### src/rtl/hub75_pkg.sv
// Shared definitions for the HUB75 BCM scan scheduler.
// Holds the scheduler state encoding, the default geometry and the width of
// the per-plane on-time counter.
package hub75_pkg;

  localparam int unsigned DEF_COLS        = 64;
  localparam int unsigned DEF_ROW_BITS    = 4;
  localparam int unsigned DEF_PLANES      = 4;
  localparam int unsigned DEF_BRIGHT_BITS = 8;

  // (brightness+1) << plane never exceeds this width.
  localparam int unsigned ON_TIME_W = DEF_BRIGHT_BITS + DEF_PLANES;

  typedef enum logic [2:0] {
    S_IDLE,
    S_SHIFT,
    S_DRAIN,
    S_LATCH,
    S_DISPLAY,
    S_BLANK
  } state_t;

endpackage

### src/rtl/hub75_scan_scheduler_if.sv
// Signal bundle between the scan scheduler, the frame-RAM read port, the
// write-side swap logic and the HUB75 pins.
//   master : the scheduler (drives addresses, pin controls, swap_ack)
//   slave  : the environment (drives enable, brightness, swap_req)
interface hub75_scan_scheduler_if
  import hub75_pkg::*;
#(
  parameter int unsigned COLS        = DEF_COLS,
  parameter int unsigned ROW_BITS    = DEF_ROW_BITS,
  parameter int unsigned PLANES      = DEF_PLANES,
  parameter int unsigned BRIGHT_BITS = DEF_BRIGHT_BITS
);
  localparam int unsigned COL_W   = (COLS > 1) ? $clog2(COLS) : 1;
  localparam int unsigned PLANE_W = (PLANES > 1) ? $clog2(PLANES) : 1;

  logic                      enable;
  logic [BRIGHT_BITS-1:0]    brightness;
  logic                      swap_req;
  logic                      swap_ack;
  logic                      display_buf;
  logic [ROW_BITS+COL_W-1:0] rd_addr;
  logic [PLANE_W-1:0]        rd_plane;
  logic                      shift_en;
  logic [ROW_BITS-1:0]       hub75_addr;
  logic                      hub75_latch;
  logic                      hub75_oe;
  logic                      frame_start;

  modport master (
    input  enable, brightness, swap_req,
    output swap_ack, display_buf, rd_addr, rd_plane, shift_en,
           hub75_addr, hub75_latch, hub75_oe, frame_start
  );

  modport slave (
    output enable, brightness, swap_req,
    input  swap_ack, display_buf, rd_addr, rd_plane, shift_en,
           hub75_addr, hub75_latch, hub75_oe, frame_start
  );

endinterface

### src/rtl/hub75_on_timer.sv
// Loadable down-counter timing the OE-low window of one bit-plane.
//   clk, reset : clock, synchronous active-high reset
//   load_i     : load value_i into the counter
//   value_i    : on-time in cycles (>= 1)
//   en_i       : count down one per cycle
//   done_o     : high in the last counted cycle
module hub75_on_timer
#(
  parameter int unsigned W = hub75_pkg::ON_TIME_W
)(
  input  logic         clk,
  input  logic         reset,
  input  logic         load_i,
  input  logic [W-1:0] value_i,
  input  logic         en_i,
  output logic         done_o
);

  logic [W-1:0] cnt_q, cnt_d;

  always_comb begin
    cnt_d = cnt_q;
    if (load_i) begin
      cnt_d = value_i;
    end else if (en_i && (cnt_q != '0)) begin
      cnt_d = cnt_q - 1'b1;
    end
  end

  always_ff @(posedge clk) begin
    if (reset) cnt_q <= '0;
    else       cnt_q <= cnt_d;
  end

  // <= 1 rather than == 1 so a zero load can never stall DISPLAY.
  assign done_o = (cnt_q <= W'(1));

endmodule

### src/rtl/hub75_scan_scheduler.sv
// HUB75 refresh sequencer using binary-coded modulation.
// Per row and bit-plane: shift COLS pixels out of frame RAM, drain the RAM
// latency, latch, hold OE low for (brightness+1) << plane cycles, blank.
// Owns the double-buffer flip, taken only at frame end.
//   clk, reset : clock, synchronous active-high reset
//   bus        : hub75_scan_scheduler_if.master (RAM read side, HUB75 pins,
//                enable/brightness, swap handshake)
module hub75_scan_scheduler
  import hub75_pkg::*;
#(
  parameter int unsigned COLS        = DEF_COLS,
  parameter int unsigned ROW_BITS    = DEF_ROW_BITS,
  parameter int unsigned PLANES      = DEF_PLANES,
  parameter int unsigned BRIGHT_BITS = DEF_BRIGHT_BITS
)(
  input  logic                   clk,
  input  logic                   reset,
  hub75_scan_scheduler_if.master bus
);

  localparam int unsigned COL_W   = (COLS > 1) ? $clog2(COLS) : 1;
  localparam int unsigned PLANE_W = (PLANES > 1) ? $clog2(PLANES) : 1;
  localparam int unsigned OTW     = BRIGHT_BITS + PLANES;

  state_t                 state_q, state_d;
  logic [COL_W-1:0]       col_q, col_d;
  logic [ROW_BITS-1:0]    row_q, row_d;
  logic [PLANE_W-1:0]     plane_q, plane_d;
  logic [BRIGHT_BITS-1:0] bright_q, bright_d;
  logic [ROW_BITS-1:0]    haddr_q, haddr_d;
  logic                   pending_q, pending_d;
  logic                   disp_q, disp_d;
  logic                   ack_q, ack_d;
  logic                   fs_q, fs_d;
  logic                   latch_q, latch_d;
  logic                   oe_q, oe_d;
  logic                   shen_q;
  logic                   frame_end;

  logic [OTW-1:0] bright_ext;
  logic [OTW-1:0] on_time;
  logic           tmr_load, tmr_en, tmr_done;

  assign bright_ext = OTW'(bright_q) + OTW'(1);
  assign on_time    = bright_ext << plane_q;
  assign tmr_load   = (state_q == S_LATCH);
  assign tmr_en     = (state_q == S_DISPLAY);

  hub75_on_timer #(.W(OTW)) u_on_timer (
    .clk     (clk),
    .reset   (reset),
    .load_i  (tmr_load),
    .value_i (on_time),
    .en_i    (tmr_en),
    .done_o  (tmr_done)
  );

  always_comb begin
    state_d   = state_q;
    col_d     = col_q;
    row_d     = row_q;
    plane_d   = plane_q;
    bright_d  = bright_q;
    haddr_d   = haddr_q;
    disp_d    = disp_q;
    ack_d     = 1'b0;
    fs_d      = 1'b0;
    frame_end = 1'b0;
    pending_d = pending_q | bus.swap_req;

    case (state_q)
      S_IDLE: begin
        if (bus.enable) begin
          state_d  = S_SHIFT;
          row_d    = '0;
          plane_d  = '0;
          col_d    = '0;
          bright_d = bus.brightness;
          fs_d     = 1'b1;
        end
      end
      S_SHIFT: begin
        if (col_q == COL_W'(COLS - 1)) begin
          col_d   = '0;
          state_d = S_DRAIN;
        end else begin
          col_d = col_q + 1'b1;
        end
      end
      S_DRAIN: begin
        // Address settles while OE is still high, one cycle ahead of latch.
        haddr_d = row_q;
        state_d = S_LATCH;
      end
      S_LATCH: state_d = S_DISPLAY;
      S_DISPLAY: begin
        if (tmr_done) state_d = S_BLANK;
      end
      S_BLANK: begin
        if (plane_q == PLANE_W'(PLANES - 1)) begin
          plane_d   = '0;
          row_d     = row_q + 1'b1;
          frame_end = (row_q == '1);
        end else begin
          plane_d = plane_q + 1'b1;
        end
        // A request arriving in this very cycle joins the flip.
        if (frame_end && (pending_q || bus.swap_req)) begin
          disp_d    = ~disp_q;
          ack_d     = 1'b1;
          pending_d = 1'b0;
        end
        if (bus.enable) begin
          state_d  = S_SHIFT;
          bright_d = bus.brightness;
          fs_d     = frame_end;
        end else begin
          state_d = S_IDLE;
        end
      end
      default: state_d = S_IDLE;
    endcase

    oe_d    = (state_d != S_DISPLAY);
    latch_d = (state_d == S_LATCH);
  end

  always_ff @(posedge clk) begin
    if (reset) begin
      state_q   <= S_IDLE;
      col_q     <= '0;
      row_q     <= '0;
      plane_q   <= '0;
      bright_q  <= '0;
      haddr_q   <= '0;
      pending_q <= 1'b0;
      disp_q    <= 1'b0;
      ack_q     <= 1'b0;
      fs_q      <= 1'b0;
      latch_q   <= 1'b0;
      oe_q      <= 1'b1;
      shen_q    <= 1'b0;
    end else begin
      state_q   <= state_d;
      col_q     <= col_d;
      row_q     <= row_d;
      plane_q   <= plane_d;
      bright_q  <= bright_d;
      haddr_q   <= haddr_d;
      pending_q <= pending_d;
      disp_q    <= disp_d;
      ack_q     <= ack_d;
      fs_q      <= fs_d;
      latch_q   <= latch_d;
      oe_q      <= oe_d;
      // RAM read data lags the address by one cycle.
      shen_q    <= (state_q == S_SHIFT);
    end
  end

  assign bus.rd_addr     = {row_q, col_q};
  assign bus.rd_plane    = plane_q;
  assign bus.shift_en    = shen_q;
  assign bus.hub75_addr  = haddr_q;
  assign bus.hub75_latch = latch_q;
  assign bus.hub75_oe    = oe_q;
  assign bus.frame_start = fs_q;
  assign bus.swap_ack    = ack_q;
  assign bus.display_buf = disp_q;

endmodule

### src/flat_wrapper.sv
// flat-port wrapper written by rule: the top's interface ports become plain ports
module hub75_scan_scheduler_flat import hub75_pkg::*;
#(
  parameter int unsigned COLS        = DEF_COLS,
  parameter int unsigned ROW_BITS    = DEF_ROW_BITS,
  parameter int unsigned PLANES      = DEF_PLANES,
  parameter int unsigned BRIGHT_BITS = DEF_BRIGHT_BITS
)
  (clk, reset, bus_enable, bus_brightness, bus_swap_req, bus_swap_ack, bus_display_buf, bus_rd_addr, bus_rd_plane, bus_shift_en, bus_hub75_addr, bus_hub75_latch, bus_hub75_oe, bus_frame_start);
  hub75_scan_scheduler_if #(.COLS(COLS), .ROW_BITS(ROW_BITS), .PLANES(PLANES), .BRIGHT_BITS(BRIGHT_BITS)) bus_i ();
  input  logic clk;
  input  logic reset;
  input wire logic [$bits(bus_i.enable)-1:0] bus_enable;
  input wire logic [$bits(bus_i.brightness)-1:0] bus_brightness;
  input wire logic [$bits(bus_i.swap_req)-1:0] bus_swap_req;
  output wire logic [$bits(bus_i.swap_ack)-1:0] bus_swap_ack;
  output wire logic [$bits(bus_i.display_buf)-1:0] bus_display_buf;
  output wire logic [$bits(bus_i.rd_addr)-1:0] bus_rd_addr;
  output wire logic [$bits(bus_i.rd_plane)-1:0] bus_rd_plane;
  output wire logic [$bits(bus_i.shift_en)-1:0] bus_shift_en;
  output wire logic [$bits(bus_i.hub75_addr)-1:0] bus_hub75_addr;
  output wire logic [$bits(bus_i.hub75_latch)-1:0] bus_hub75_latch;
  output wire logic [$bits(bus_i.hub75_oe)-1:0] bus_hub75_oe;
  output wire logic [$bits(bus_i.frame_start)-1:0] bus_frame_start;
  assign bus_i.enable = bus_enable;
  assign bus_i.brightness = bus_brightness;
  assign bus_i.swap_req = bus_swap_req;
  assign bus_swap_ack = bus_i.swap_ack;
  assign bus_display_buf = bus_i.display_buf;
  assign bus_rd_addr = bus_i.rd_addr;
  assign bus_rd_plane = bus_i.rd_plane;
  assign bus_shift_en = bus_i.shift_en;
  assign bus_hub75_addr = bus_i.hub75_addr;
  assign bus_hub75_latch = bus_i.hub75_latch;
  assign bus_hub75_oe = bus_i.hub75_oe;
  assign bus_frame_start = bus_i.frame_start;
  hub75_scan_scheduler #(.COLS(COLS), .ROW_BITS(ROW_BITS), .PLANES(PLANES), .BRIGHT_BITS(BRIGHT_BITS)) u_core (.clk(clk), .reset(reset), .bus(bus_i));
endmodule
### config.mk
export PLATFORM = sky130hd
export DESIGN_NAME = hub75_scan_scheduler_flat
export DESIGN_NICKNAME = d
export VERILOG_FILES = /design/src/rtl/hub75_pkg.sv /design/src/rtl/hub75_scan_scheduler_if.sv /design/src/rtl/hub75_on_timer.sv /design/src/rtl/hub75_scan_scheduler.sv /design/src/flat_wrapper.sv
export SDC_FILE = /design/constraint.sdc
export NUM_CORES = 1
export LEC_CHECK = 0
export CORE_AREA = 2 2 73 75
export CTS_CLUSTER_DIAMETER = 100
export DETAILED_ROUTE_END_ITERATION = 12
export DIE_AREA = 0 0 75 77
export PLACE_DENSITY = 0.88
export SETUP_SLACK_MARGIN = 0.3
export SLEW_MARGIN = 20
export SYNTH_ARGS = -nofsm -noshare
export SYNTH_HDL_FRONTEND = slang
export SYNTH_SLANG_ARGS = --single-unit
### constraint.sdc
create_clock -name clk -period 2.6 [get_ports clk]
set_input_delay 0.39 -clock clk [delete_from_list [all_inputs] [get_ports clk]]
set_output_delay 0.39 -clock clk [all_outputs]
set_load 0.02 [all_outputs]
==> metrics.yaml <==
sta:
  skew_ns: 0.00495
  hold_ws_ns: 0.494
  setup_viol_count_final: 0
  maxSlewViolCount: 0
  tightestPinTransition_ns: 0.629
  fmax_mhz: 494
  post-route-min-period_ns: 2.02
  slew_headroom_pct: 57.7
  timing.setup.tns_ns: 0
  hold_viol: 0
  rsz0062_at_grt: "no"
  period_share_pct: 77.9
clocking:
  numCtsBuffers: 5
  clock-sinks: 46
  clock_path_buffers: 2
  clock_latency_ns: 0.31
  cts_resized: 0
  htree_num_levels: 2
  cts-root-buf: "clkbuf_8"
  path_clk_slew_ns: 0.10
  hold_buffers: 0
  cts_setup_buffers: 0
  tritoncts: "done"
grt:
  grt_start_max_net_pins: 27
  grt_overflow: 0
  grt_pass1_vias: 2167
  gr-usage-all-layers_pct: 21.7
  antenna_found_initial: 0
  grt_pass1_wl_um: 10100
cells_and_area:
  multi_input_area_um2: 1590
  seq_area_um2: 921
  areaGrowthSynthToFinish_pct: 17.4
  drive_above_1_share_pct: 6.85
  nets: 354
  final_area_um2: 3080
  diodes: 0
  fillers: 412
  final_cells: 406
worst_setup_path:
  startpoint_type: "flop"
  cp-end-kind: "flop"
  cpMaxStageDelayCell: "or4b_4"
  path_max_fanout: 4
  path_cells: "inv_1, ha_1, or4b_4, a2111oi_2, nand2_1, xor2_1, o22ai_1"
  cp.required_ns: 2.84
  arrival_ns: 2.26
  worstSetupPathType: "reg2reg"
  max_stage_delay_ns: 0.48
  r2r_start: "u_core.u_on_timer.cnt_q[0]$_SDFFE_PP0P_"
  crit_start: "u_core.u_on_timer.cnt_q[0]$_SDFFE_PP0P_"
pwr:
  seq_power_share_pct: 55.6
  internal-power_uw: 973
  power.leakage_uw: 0.00109
  pwr-share-comb_pct: 9.0
  p_sw_share_pct: 27.2
  p_clk_share_pct: 35.4
  power.density_nw_per_um2: 434
  totalPowerFinal_uw: 1340
  power.switching_uw: 364
  ir_drop_uv: 306
logic_synthesis:
  synth.distinct_cells: 56
  yosys_warnings: 0
  yosys.area.top_type: "dfxtp_1"
  syn_nets: 333
  synth_ff_type: "dfxtp_1"
  synth_top_area_share_pct: 35.1
  synth.area.top_cells: "dfxtp_1 (35%), mux2i_1 (6.1%), nor2_1 (5.2%)"
  ys_async_sr_fraction_pct: 0
  synth_seq_area_share_pct: 35.1
  synth_seq_cells: 46
  synth_edf_count: 0
  netlist_top_cells_count: "dfxtp_1 (46), nor2_1 (36), nand2_1 (22), mux2i_1 (16)"
  synth_area_per_cell_um2: 8.35
  syn_area_um2: 2620
  yosysMostFrequentCell: "dfxtp_1"
  syn_inst: 314
routing:
  drcViolationCount: 0
  via_per_inst: 5.75
  drt_first_iter_violations: 214
  routed_wl_um: 5710
  ant_nets: 0
  vias: 2334
  drt_pre_antenna_iters: 4
  routedWlPerCell_um: 14.1
floorplanning:
  ioPinCount: 34
  fp.dieW_um: 75
  core_area_um2: 4980
  dieHeight_um: 77
  start_util_pct: 52.7
  dieArea_um2: 5780
  rows: 26
hold_path:
  min_from: "u_core.bus.display_buf$_SDFFE_PP0P_"
  hold_path_class: "reg2reg"
placed_design:
  io_buffers: 33
  globalplace.congestion: 0.955
  dp_cells: 398
  post-dp-hpwl_um: 4180
  dpl_cell_area_um2: 2980
outcome:
  status: "finished clean"
run:
  cap_violations: 0
## critical path, delay by kind of cell (launching register included)
family | cells | cell delay, ns
DFF | 1 | 0.34
buffers and inverters | 1 | 0.11
and+or+nand+nor | 2 | 0.60
adders and majority gates | 1 | 0.21
AOI/OAI and AO/OA | 2 | 0.53
xor gates and xnor gates | 1 | 0.16
## per-stage QoR
step	util [%]	worst slack (ns)
after floorplan	-	0.735
after global placement	59.9	0.575
after detailed placement	59.9	0.534
after CTS	61.8	0.583
after global routing	61.8	0.430
final	61.8	0.576
## final cells by class
class | instances | area share (%)
multi-input cells | 239 | 51.6
flip-flops and latches | 46 | 29.9
repair buffers | 38 | 12.0
inverters | 5 | 0.610
well taps | 70 | 2.85
clock buffers | 5 | 2.24
clock inverters | 3 | 0.854
## final timing paths
check,slack [ns],end,cells after the start
hold / removal,0.49,u_core.bus.display_buf$_SDFFE_PP0P_,2
hold reg to reg,0.49,u_core.bus.display_buf$_SDFFE_PP0P_,2
setup / recovery,0.58,u_core.u_on_timer.cnt_q[10]$_SDFFE_PP0P_,7
setup reg to reg,0.58,u_core.u_on_timer.cnt_q[10]$_SDFFE_PP0P_,7
## cell families after synthesis
group | after synthesis | synth area share [%]
fa+ha+maj | 7 | 3.34
mux | 18 | 6.97
flops | 46 | 35.1
buf+inv | 29 | 4.34
simple gates | 133 | 27.8
xor+xnor | 15 | 5.01
compound gates | 66 | 17.4
## layer usage
| layer | GRT usage (%) | vias up | routed length, µm |
|---|---|---|---|
| li1 | - | 1189 | - |
| met1 | 30.6 | 1075 | 2560 |
| met2 | 33.7 | 64 | 2820 |
| met3 | 4.86 | 6 | 269 |
| met4 | 4.46 | 0 | 59 |
| met5 | 0 | - | 0 |
## state kept, by name, indices dropped and copies added (netlist names), 2 cells and up
signal / flops
u_core.col_q: 6
u_core.state_q: 3
u_core.bus.hub75_addr: 4
u_core.bright_q: 8
u_core.u_on_timer.cnt_q: 12
u_core.bus.rd_plane: 2
u_core.row_q: 4
## cell usage in the layout (no fill, tap or decap), types with 6 or more instances in the layout
| master | synthesis | final |
|---|---|---|
| dfxtp_1 | 46 | 46 |
| nor2_1 | 36 | 36 |
| clkdlybuf4s50_1 | 0 | 33 |
| nand2_1 | 22 | 22 |
| mux2i_1 | 16 | 16 |
| a21oi_1 | 15 | 15 |
| nand3_1 | 14 | 14 |
| a211oi_1 | 11 | 11 |
| xor2_1 | 10 | 10 |
| nor3_1 | 9 | 9 |
| and2_1 | 7 | 7 |
| o21ai_0 | 7 | 7 |
| ha_1 | 7 | 7 |
| nor2b_1 | 6 | 6 |
| a311oi_1 | 6 | 6 |
| o211ai_1 | 6 | 6 |
## power by group through the flow
stage	combinational, µW	sequential, µW	clock [µW]
floorplan	87.8	746	0
global placement	115	758	0
detailed placement	119	759	0
CTS	120	743	483
global route	132	747	517
finish	120	743	474
Power figures use the tool's default switching activity.
